**src/rtl/toy_bpu_rob_ctrl.sv**
```systemverilog
// Fetch ROB control: allocates entries to icache fetches, decodes acks/bp2,
// and drains the head in order via read (valid) or bypass (killed).
package toy_pack;
  localparam int TOY_FETCH_DATA_WIDTH = 32;
endpackage

module toy_bpu_rob_ctrl #(
  parameter int ROB_DEPTH        = 8,
  parameter int FETCH_DATA_WIDTH = toy_pack::TOY_FETCH_DATA_WIDTH,
  localparam int IDX_W           = $clog2(ROB_DEPTH)
) (
  input  logic                                  clk,
  input  logic                                  rst_n,
  input  logic                                  fetch_req_vld,
  output logic                                  fetch_req_rdy,
  output logic [IDX_W-1:0]                      fetch_req_idx,
  output logic [ROB_DEPTH-1:0]                  icache_prealloc,
  input  logic                                  icache_ack_vld,
  input  logic [IDX_W-1:0]                      icache_ack_idx,
  output logic [ROB_DEPTH-1:0]                  entry_ack_vld,
  input  logic                                  bp2_vld,
  input  logic                                  bp2_flush,
  input  logic [IDX_W-1:0]                      bp2_idx,
  output logic [ROB_DEPTH-1:0]                  entry_bp2_vld,
  output logic [ROB_DEPTH-1:0]                  entry_bp2_flush,
  input  logic                                  fe_ctrl_flush,
  input  logic [ROB_DEPTH-1:0]                  rob_entry_wait,
  input  logic [ROB_DEPTH-1:0]                  rob_entry_vld,
  input  logic [ROB_DEPTH-1:0]                  rob_entry_invalid,
  input  logic [ROB_DEPTH*FETCH_DATA_WIDTH-1:0] filter_pld,
  output logic [ROB_DEPTH-1:0]                  filter_rden,
  output logic [ROB_DEPTH-1:0]                  filter_bypass,
  output logic                                  out_vld,
  input  logic                                  out_rdy,
  output logic [FETCH_DATA_WIDTH-1:0]           out_pld
);

  localparam logic [ROB_DEPTH-1:0] ONE     = ROB_DEPTH'(1);
  localparam logic [IDX_W:0]       PTR_ONE = (IDX_W+1)'(1);

  logic [IDX_W:0]   wr_ptr;
  logic [IDX_W:0]   rd_ptr;
  logic [IDX_W-1:0] wr_idx;
  logic [IDX_W-1:0] rd_idx;
  logic             full;
  logic             empty;
  logic             alloc;
  logic             head_ok;
  logic             bypass_go;
  logic             rden_go;
  logic             pop;

  assign wr_idx = wr_ptr[IDX_W-1:0];
  assign rd_idx = rd_ptr[IDX_W-1:0];

  assign full  = (wr_idx == rd_idx) &
                 (wr_ptr[IDX_W] != rd_ptr[IDX_W]);
  assign empty = (wr_ptr == rd_ptr);

  assign fetch_req_rdy = ~full & ~fe_ctrl_flush &
                         ~rob_entry_wait[wr_idx];
  assign fetch_req_idx = wr_idx;
  assign alloc         = fetch_req_vld & fetch_req_rdy;

  // killed entries must not be released while their ack is outstanding
  assign head_ok   = ~empty & ~fe_ctrl_flush;
  assign bypass_go = head_ok & rob_entry_invalid[rd_idx] &
                     ~rob_entry_wait[rd_idx];
  assign out_vld   = head_ok & ~rob_entry_invalid[rd_idx] &
                     rob_entry_vld[rd_idx];
  assign rden_go   = out_vld & out_rdy;
  assign pop       = bypass_go | rden_go;
  assign out_pld   = filter_pld[rd_idx*FETCH_DATA_WIDTH +: FETCH_DATA_WIDTH];

  always_comb begin
    icache_prealloc = '0;
    entry_ack_vld   = '0;
    entry_bp2_vld   = '0;
    entry_bp2_flush = '0;
    filter_rden     = '0;
    filter_bypass   = '0;
    if (alloc)          icache_prealloc = ONE << wr_idx;
    if (icache_ack_vld) entry_ack_vld   = ONE << icache_ack_idx;
    if (bp2_vld)        entry_bp2_vld   = ONE << bp2_idx;
    if (bp2_flush)      entry_bp2_flush = ONE << bp2_idx;
    if (rden_go)        filter_rden     = ONE << rd_idx;
    if (bypass_go)      filter_bypass   = ONE << rd_idx;
  end

  always_ff @(posedge clk or negedge rst_n) begin
    if (!rst_n) begin
      wr_ptr <= '0;
      rd_ptr <= '0;
    end else if (fe_ctrl_flush) begin
      wr_ptr <= '0;
      rd_ptr <= '0;
    end else begin
      if (alloc) wr_ptr <= wr_ptr + PTR_ONE;
      if (pop)   rd_ptr <= rd_ptr + PTR_ONE;
    end
  end

  a_bp2_excl: assert property (
    @(posedge clk) disable iff (!rst_n) !(bp2_vld && bp2_flush)
  );

endmodule

```
**config.mk**
```make
export PLATFORM = sky130hd
export DESIGN_NAME = toy_bpu_rob_ctrl
export DESIGN_NICKNAME = d
export VERILOG_FILES = /design/src/rtl/toy_bpu_rob_ctrl.sv
export SDC_FILE = /design/constraint.sdc
export NUM_CORES = 1
export LEC_CHECK = 0
export BUFFER_PORTS_ARGS = -buffer_cell sky130_fd_sc_hd__buf_2
export CORE_AREA = 2 2 149 151
export DETAILED_ROUTE_END_ITERATION = 10
export DIE_AREA = 0 0 151 153
export PLACE_DENSITY = 0.54
export SYNTH_ARGS = -nofsm -noshare
export SYNTH_HDL_FRONTEND = slang
export SYNTH_SLANG_ARGS = --single-unit
```
**constraint.sdc**
```tcl
create_clock -name clk -period 2.76 [get_ports clk]
set_input_delay 0.276 -clock clk [delete_from_list [all_inputs] [get_ports clk]]
set_output_delay 0.276 -clock clk [all_outputs]
set_load 0.05 [all_outputs]
```
==> impl_metrics.csv, run 1 <==
group,metric,value,unit
synthesis,synth_top_family_by_area,"multiplexers",
sta,period_share,95.7,%
clock_network,postCtsSetupBuffers,0,
cells_and_area,final_common_cell,"buf_2",
clock_network,htree_levels,1,
route,vias,4218,
synthesis,yosysSeqAreaShare,6.36,%
sta,fin_skew,2.17,ps
setup_path,end_kind,"output port",
synthesis,synthArstFlopShare,100,%
cells_and_area,fillers,2391,
sta,fin_tns_setup,0,ps
sta,slew_headroom,62.0,%
placement,io_buffers,378,
sta,post-route-min-period,2640,ps
cells_and_area,most-common-layout-cells,"378 x buf_2, 104 x nand2_1, 72 x mux4_2",
sta,slew_viol_final,0,
clock_network,cts_buffer_depth,2,
setup_path,cp_data_arrival_time,2360,ps
placement,dp_cells,963,
setup_path,cp_top_family,"multiplexers",
grt,first_global_vias,4321,
hold_path,worstHoldStart,"fe_ctrl_flush",
route,routed_wl,16700,um
status,status,"finished, final reports clean",
cells_and_area,stdcell_area,5400,um^2
synthesis,synth_compound_area_share,2.98,%
synthesis,synth_fa_ha_area_share,4.77,%
setup_path,critPathMaxStageDelay,530,ps
grt,grt_usage,13.5,%
grt,grt_antenna_before_repair,1,
synthesis,synth_edf_count,0,
setup_path,path_cells,"mux4_2, mux2i_1, and3_1, and3_1, buf_2",
floorplanning,die_x,151,um
setup_path,setup.worst_path.class,"reg -> out",
setup_path,cp.required,2480,ps
sta,worst_slew_pin_slew,570,ps
cells_and_area,stdcell_count,968,
flow_run,drv_cap,0,
setup_path,startpoint_type,"flip-flop",
sta,final_hold_viol_count,0,
synthesis,synthesis.nets,635,
clock_network,cts_root_buf,"clkbuf_16",
route,firstDrtPassIters,4,
setup_path,cp_common_cell,"and3_1",
sta,rsz0062_at_grt,"no",
power_and_ir_drop,powerDensity,640,nW/um^2
clock_network,clock-sinks,8,
grt,grt_max_degree,70,
synthesis,postSynthCellCount,329,
route,drc_errors,0,
synthesis,synth.area.mux_share,53.6,%
cells_and_area,diodes,0,
placement,routabilityCongestion,0.869,
synthesis,syn_area,3150,um^2
power_and_ir_drop,total_power,3460,uW
floorplanning,coreArea,21500,um^2
route,routed_via_density,4.36,
synthesis,synth-xor-area-share,1.95,%
setup_path,crit_start,"wr_ptr[0]",
setup_path,path_buf_inv,1,
synthesis,yosys_most_used_dff,"dfrtp_1",
route,drtIter0Drc,165,
synthesis,ys_ff_latch,8,
power_and_ir_drop,power_leakage,0.00283,uW
floorplanning,initial_core_util,14.7,%
setup_path,timing.rr.start,"rd_ptr[0]",
synthesis,syn_avg_cell_area,9.57,um^2
cells_and_area,layout.nets,995,
cells_and_area,area_delta_synth_final,71.7,%
floorplanning,rows,54,
grt,grt_pass1_wl,24100,um
sta,fmaxAchievable,379,MHz
synthesis,synth-simple-area-share,24.5,%
clock_network,clkTransAtPathRegs,40,ps
cells_and_area,layout-drive-gt1-share,68.5,%
floorplanning,die_y,153,um
placement,placed_cell_area,5310,um^2
setup_path,critPathSlowestCell,"mux4_2",
route,wl_per_cell,17.2,um
synthesis,synth.lib_cells_used.distinct,31,
grt,gr-total-overflow,0,
route,antenna_left,0,
sta,setup_viol,0,
setup_path,cp_max_fo,13,
power_and_ir_drop,ir_drop,377,uV
clock_network,clk_latency,230,ps
floorplanning,die_area,23100,um^2
hold_path,min_path_type,"in -> reg",
placement,place_hpwl,14800,um
clock_network,cts_buffers,3,
synthesis,synth_warnings,0,
clock_network,cts_tree,"done",
floorplanning,io_pins,379,
-- path summary, 6_finish.rpt --
check	endpoint	slack, ps	cells past startpoint
max in group asynchronous	rd_ptr[0]	2130	2
min in group asynchronous	rd_ptr[1]	430	2
worst max-delay path	icache_prealloc[4]	120	5
worst max register to register	rd_ptr[0]	610	5
worst min register to register	rd_ptr[3]	570	1
worst min-delay path	wr_ptr[2]	370	2
-- layer usage --
layer	vias to the layer above	share of wire [%]	GRT usage (%)
met5	-	0	0
met4	0	0.68	1.60
met3	8	8.2	1.58
met2	236	54	26.5
met1	2010	37	16.0
li1	1964	-	-
-- synth_stat cells, types with 2 or more instances --
cell type  number  area (um^2)
a41oi_1         2         17.5
and2_1          7         43.8
and3_1         21          131
buf_1           4         15.0
buf_2           9         45.0
buf_4           3         22.5
buf_6           2         22.5
clkbuf_1       14         52.6
dfrtp_1         8          200
ha_1           12          150
inv_1           6         22.5
mux2i_1         4         40.0
mux4_2         72         1620
nand2_1       104          390
nand2b_1        7         43.8
nand3_1         2         10.0
nand4_1         3         18.8
nor2_1         23         86.3
nor3_1          7         35.0
o21ai_1         2         10.0
o41ai_2         2         32.5
xnor2_1         5         43.8
xor2_1          2         17.5
-- area by class of cell --
class	count	area, um^2	area share (%)
Sequential cell	8	209	3.87
Tap cell	280	350	6.48
Clock buffer	4	78.8	1.46
Inverter	7	26.3	0.486
Multi-Input combinational cell	282	2770	51.2
Timing Repair Buffer	387	1970	36.5
-- logic make-up after synthesis --
logic type	count (synthesis)
AOI/OAI and AO/OA	10
xor gates and xnor gates	7
adders and majority gates	12
buffers and inverters	39
DFF	8
muxes	78
and+or+nand+nor	175
-- power breakdown --
part | internal, uW | switching, uW | total, uW
Sequential | 139 | 53.1 | 192
Clock | 193 | 62.0 | 255
Combinational | 1160 | 1850 | 3010
Total | 1490 | 1960 | 3460
-- through the flow --
step | hold slack [ps] | utilization (%) | setup slack (ps)
after floorplan | -19.6 | - | 278
after global placement | 142 | 24.7 | 289
after detailed placement | 138 | 24.7 | 257
after CTS | 376 | 25.1 | 5.87
after global routing | 392 | 25.2 | 14.9
final | 372 | 25.2 | 120
-- sequential cells by signal (all words and copies together) (netlist names) --
register,flops
wr_ptr,4
rd_ptr,4
-- what timing repair did --
item	in CTS	in global routing
hold buffers	1	0
hold endpoints to repair	8	0
gates resized for setup	0	1
endpoints found under the setup margin	0	8
(Power assumes the default switching activity.)
==> run 2, diff against run 1 <==
ABC_AREA = 1   (was unset)
PLACE_DENSITY = 0.57   (was 0.54)
==> run 2 against run 1 <==
- die area stayed put
- area after synthesis is 15% higher
- clock skew is 5.7 ps higher
- sequential power is 33% lower
- via count is 43% higher
- critical path type unchanged
- largest power group unchanged
==> impl_metrics.csv, run 2 <==
group,metric,value,unit
status,status,"finished, final reports clean",
power_and_ir_drop,p_sw_share,48.7,%
route,antenna_left,0,
clock_network,clk_latency,240,ps
clock_network,postCtsSetupBuffers,0,
sta,setup_viol,0,
cells_and_area,fillers,2487,
route,drc_errors,0,
grt,grt_antenna_before_repair,1,
synthesis,synth_common_cells,"262 x nor2_1, 129 x o21ai_0, 80 x nand2_1, 35 x nand3_1",
power_and_ir_drop,powerDensity,213,nW/um^2
route,routed_wl,18700,um
grt,grt_usage,14.9,%
cells_and_area,layout.nets,1364,
synthesis,netlist.area_leader.share,27.2,%
setup_path,cp.required,2480,ps
power_and_ir_drop,p_int,642,uW
clock_network,cts_root_buf,"clkbuf_16",
setup_path,rrSetupSlack,770,ps
cells_and_area,layout-drive-gt1-share,40.2,%
setup_path,r2r_cells,11,
power_and_ir_drop,p_clk_share,20.3,%
sta,whs,311,ps
synthesis,synth_edf_count,0,
clock_network,htree_levels,1,
sta,slew_viol_final,0,
sta,period_share,92.4,%
clock_network,clkTransAtPathRegs,40,ps
hold_path,min_path_type,"in -> reg",
setup_path,timing.rr.start,"rd_ptr[1]",
clock_network,cts_buffers,3,
clock_network,clock-sinks,8,
synthesis,postSynthCellCount,723,
sta,fin_tns_setup,0,ps
synthesis,syn_area,3620,um^2
power_and_ir_drop,seqPwrFrac,10.2,%
cells_and_area,stdcell_count,1337,
synthesis,synth.lib_cells_used.distinct,29,
hold_path,worstHoldStart,"fe_ctrl_flush",
route,routed_via_density,4.53,
cells_and_area,most-common-layout-cells,"372 x buf_2, 262 x nor2_1, 129 x o21ai_0",
sta,post-route-min-period,2550,ps
route,firstDrtPassIters,5,
placement,dp_cells,1332,
synthesis,ys_ff_latch,8,
floorplanning,die_y,153,um
hold_path,whs_endpoint,"rd_ptr[2]",
power_and_ir_drop,ir_drop,135,uV
clock_network,cts_tree,"done",
setup_path,setup.worst_path.class,"reg -> out",
floorplanning,io_pins,379,
synthesis,synthesis.nets,1029,
setup_path,cp_max_fo,65,
placement,place_hpwl,15300,um
route,vias,6050,
floorplanning,die_area,23100,um^2
setup_path,end_kind,"output port",
floorplanning,die_x,151,um
cells_and_area,final_common_cell,"buf_2",
setup_path,cp_data_arrival_time,2270,ps
route,drtIter0Drc,316,
sta,rsz0062_at_grt,"no",
synthesis,synthArstFlopShare,100,%
synthesis,synth_warnings,0,
route,wl_per_cell,14.0,um
synthesis,synth_top_cell_by_area,"nor2_1",
power_and_ir_drop,p_sw,609,uW
synthesis,syn_avg_cell_area,5.00,um^2
power_and_ir_drop,power_leakage,0.00319,uW
flow_run,drv_cap,0,
setup_path,worstReg2RegEnd,"rd_ptr[2]",
synthesis,yosysSeqAreaShare,5.54,%
synthesis,yosys-top-cells-area,"nor2_1 27%, o21ai_0 18%, nand2_1 8.3%, a31oi_1 5.5%, dfrtp_1 5.5%",
hold_path,min_path_cells,4,
cells_and_area,area_delta_synth_final,62.2,%
power_and_ir_drop,comb_power_share,69.5,%
grt,grt_max_degree,74,
sta,fmaxAchievable,392,MHz
cells_and_area,regArea,205,um^2
sta,worst_slew_pin_slew,436,ps
synthesis,synth.most_common_cell,"nor2_1",
sta,fin_skew,7.91,ps
placement,routabilityCongestion,0.875,
cells_and_area,largestRegisters,"rd_ptr: 4 flops, wr_ptr: 4 flops",
cells_and_area,diodes,0,
floorplanning,initial_core_util,16.8,%
setup_path,startpoint_type,"flip-flop",
synthesis,yosys_most_used_dff,"dfrtp_1",
floorplanning,coreArea,21500,um^2
grt,first_global_vias,5669,
sta,slew_headroom,70.9,%
clock_network,cts_buffer_depth,2,
grt,gr-total-overflow,0,
sta,final_hold_viol_count,0,
grt,grt_pass1_wl,28300,um
clock_network,post_cts_resized,0,
floorplanning,rows,54,
placement,io_buffers,378,
cells_and_area,multiInputGateArea,2930,um^2
==> run 2: power by group through the flow <==
stage | clock network (uW) | logic, uW | registers, uW
6_report | 254 | 870 | 128
5_1_grt | 266 | 948 | 129
3_3_place_gp | 0 | 873 | 130
4_1_cts | 257 | 877 | 128
2_1_floorplan | 0 | 498 | 125
3_5_place_dp | 0 | 874 | 130
==> run 2: repair_timing <==
action / 4_1_cts / 5_1_grt
hold buffers: 1 / 0
hold endpoints to repair: 8 / 0
setup endpoints to repair: 0 / 0
==> run 2: stage by stage <==
stage	cell area, um^2	total power (uW)	util [%]	setup slack [ps]
after global placement	5780	1000	26.9	498
final	5870	1250	27.3	210
after CTS	5870	1260	27.3	202
after detailed placement	5780	1000	26.9	462
after floorplan	3620	623	-	251
after global routing	5870	1340	27.3	38.5
==> run 2: cell type report <==
class                           instances  share of cell area [%]
Multi-Input combinational cell        614                    49.9
Tap cell                              280                    5.97
Clock buffer                            4                    1.34
Inverter                               39                    2.62
Timing Repair Buffer                  392                    36.7
Sequential cell                         8                    3.50
==> run 2: kinds of logic after synthesis <==
family / after synthesis / synth area share (%)
compound gates: 194 / 29.1
fa+ha+maj: 12 / 4.15
simple gates: 407 / 47.4
flops: 8 / 5.54
xor+xnor: 1 / 0.242
buf+inv: 101 / 13.6
==> run 2: critical path, cell delays in order, from the launching register on <==
cell and delay, ps:
dfrtp_4 520, inv_8 280, nand2_1 90, nand2_1 80
nor2_2 40, nand2_1 60, nand2_2 80, inv_2 60
nand3_2 280, nor3_2 220, buf_2 300
==> run 2: worst max path at each step <==
stage / startpoint / to / slack (ps) / depth (start not counted)
3_5_place_dp: rd_ptr[0] / filter_bypass[5] / 460 / 10
3_3_place_gp: rd_ptr[0] / filter_bypass[4] / 500 / 10
4_1_cts: rd_ptr[0] / filter_bypass[5] / 200 / 10
6_report: rd_ptr[0] / filter_bypass[5] / 210 / 10
5_1_grt: rd_ptr[0] / filter_bypass[2] / 40 / 10
2_1_floorplan: wr_ptr[0] / icache_prealloc[4] / 250 / 12
==> run 2: layer usage <==
| layer | routed length (um) | GRT usage, % | part of all wire [%] | up-vias |
|---|---|---|---|---|
| met3 | 1490 | 2.66 | 8.0 | 36 |
| li1 | - | - | - | 3068 |
| met5 | 13 | 0 | 0.070 | - |
| met1 | 7520 | 17.7 | 40 | 2646 |
| met2 | 9260 | 27.7 | 50 | 298 |
| met4 | 369 | 3.29 | 2.0 | 2 |
==> run 3, diff against run 2 <==
REMOVE_ABC_BUFFERS = 1   (was unset)
==> run 3 against run 2 <==
- wire length is 4.2% lower
- sequential power hardly changed
- clock-buffer cell count stayed put
- largest cell class unchanged
- critical path depth is 5 lower
- combinational power is 2% lower
- highest routed layer is now met4
- global-route usage is 0.82 points lower
- register-to-register slack better by 40 ps
- utilization is 0.19 points lower
- flip-flop and latch count stayed put
- largest power group unchanged
- power is 1.9% lower
- hold slack better by 4.8 ps
- worst setup slack worse by 40 ps
==> impl_metrics.csv, run 3 (synthesized netlist as in run 2, its figures left out) <==
group,metric,value,unit
status,status,"finished, final reports clean",
floorplanning,die_area,23100,um^2
sta,final_hold_viol_count,0,
cells_and_area,largestRegisters,"rd_ptr: 4 flops, wr_ptr: 4 flops",
sta,post-route-min-period,2590,ps
floorplanning,rows,54,
placement,io_buffers,378,
clock_network,cts_tree,"done",
setup_path,r2r_cells,11,
setup_path,setup.worst_path.class,"reg -> out",
placement,dp_cells,1332,
clock_network,clk_latency,230,ps
clock_network,clkTransAtPathRegs,40,ps
grt,grt_pass1_wl,27100,um
route,vias,5987,
floorplanning,io_pins,379,
sta,whs,316,ps
sta,period_share,93.8,%
setup_path,startpoint_type,"flip-flop",
setup_path,worstReg2RegEnd,"rd_ptr[2]",
placement,place_hpwl,14300,um
power_and_ir_drop,total_power,1230,uW
sta,slew_headroom,40.2,%
hold_path,min_path_cells,4,
power_and_ir_drop,power_leakage,0.00317,uW
grt,grt_usage,14.1,%
grt,grt_antenna_before_repair,1,
sta,fin_skew,4.00,ps
route,routed_wl,17900,um
setup_path,rrSetupSlack,810,ps
route,drc_errors,0,
cells_and_area,most-common-layout-cells,"374 x buf_2, 262 x nor2_1, 129 x o21ai_0",
sta,setup_viol,0,
setup_path,end_kind,"output port",
floorplanning,die_y,153,um
setup_path,cp.required,2480,ps
power_and_ir_drop,powerDensity,211,nW/um^2
sta,rsz0062_at_grt,"no",
sta,fmaxAchievable,386,MHz
floorplanning,initial_core_util,16.8,%
route,firstDrtPassIters,5,
grt,grt_max_degree,76,
route,drtIter0Drc,367,
hold_path,min_path_type,"in -> reg",
flow_run,drv_cap,0,
grt,gr-total-overflow,0,
setup_path,cp_max_fo,73,
grt,first_global_vias,5480,
power_and_ir_drop,ir_drop,168,uV
clock_network,clock-sinks,8,
route,routed_via_density,4.47,
setup_path,timing.rr.start,"rd_ptr[1]",
cells_and_area,layout.nets,1364,
hold_path,worstHoldStart,"fe_ctrl_flush",
sta,slew_viol_final,0,
cells_and_area,final_common_cell,"buf_2",
route,wl_per_cell,13.4,um
clock_network,cts_buffers,3,
cells_and_area,layout-drive-gt1-share,40.2,%
clock_network,cts_buffer_depth,2,
placement,routabilityCongestion,0.890,
hold_path,whs_endpoint,"rd_ptr[2]",
cells_and_area,area_delta_synth_final,61.1,%
clock_network,post_cts_resized,0,
sta,worst_slew_pin_slew,887,ps
clock_network,htree_levels,1,
route,antenna_left,0,
cells_and_area,stdcell_count,1338,
floorplanning,die_x,151,um
floorplanning,coreArea,21500,um^2
setup_path,cp_data_arrival_time,2310,ps
clock_network,cts_root_buf,"clkbuf_16",
-- run 3: cell count changes in the layout (fill, tap and decap cells not counted) --
cell and change:
buf_12 -3, buf_2 +2, buf_4 +1, diode_2 +1
-- run 3: how the worst max path moves through the flow --
stage,startpoint,endpoint,slack [ps],cells after the start
2_1_floorplan,rd_ptr[0],filter_bypass[3],-2130,8
3_3_place_gp,rd_ptr[0],out_pld[12],340,5
3_5_place_dp,rd_ptr[0],out_pld[12],350,5
4_1_cts,rd_ptr[0],out_pld[12],100,5
5_1_grt,rd_ptr[0],out_pld[12],30,5
6_report,rd_ptr[0],out_pld[12],170,5
-- run 3: power breakdown --
| part | switching, uW | internal (uW) |
|---|---|---|
| logic | 530 | 320 |
| clock network | 56.2 | 192 |
| registers | 7.39 | 121 |
| total | 594 | 634 |
-- run 3: area by class of cell --
type                    count  area (um^2)
multi-input cells         614         2930
inverters                  39          154
diodes                      1         2.50
repair buffers            392         2110
flip-flops and latches      8          205
clock buffers               4         78.8
well taps                 280          350
fillers                  2472        15700
-- run 3: worst max-delay path, stage by stage, from the launching register on --
cell,delay [ps]
dfrtp_4,480
inv_8,120
buf_12,210
o21ai_0,740
a31oi_1,270
buf_12,220
-- run 3: per-stage QoR --
| stage | setup WS, ps | setup TNS (ps) | instance area, um^2 | util (%) |
|---|---|---|---|---|
| after detailed placement | 347 | 0 | 5730 | 26.7 |
| after global placement | 342 | 0 | 5730 | 26.7 |
| final | 170 | 0 | 5830 | 27.1 |
| after CTS | 100 | 0 | 5820 | 27.1 |
| after floorplan | -2130 | -101470 | 3280 | - |
| after global routing | 27.0 | 0 | 5820 | 27.1 |
-- run 3: layer usage --
layer	part of all wire [%]	track usage, %	vias up
li1	-	-	3071
met1	42	17.8	2595
met4	0.63	1.25	0
met2	49	26.2	307
met5	0	0	-
met3	8.7	1.94	14
-- run 3: repair_timing --
action	in CTS	in global routing
hold buffers	1	0
setup buffers	0	0
endpoints found under the hold margin	8	0
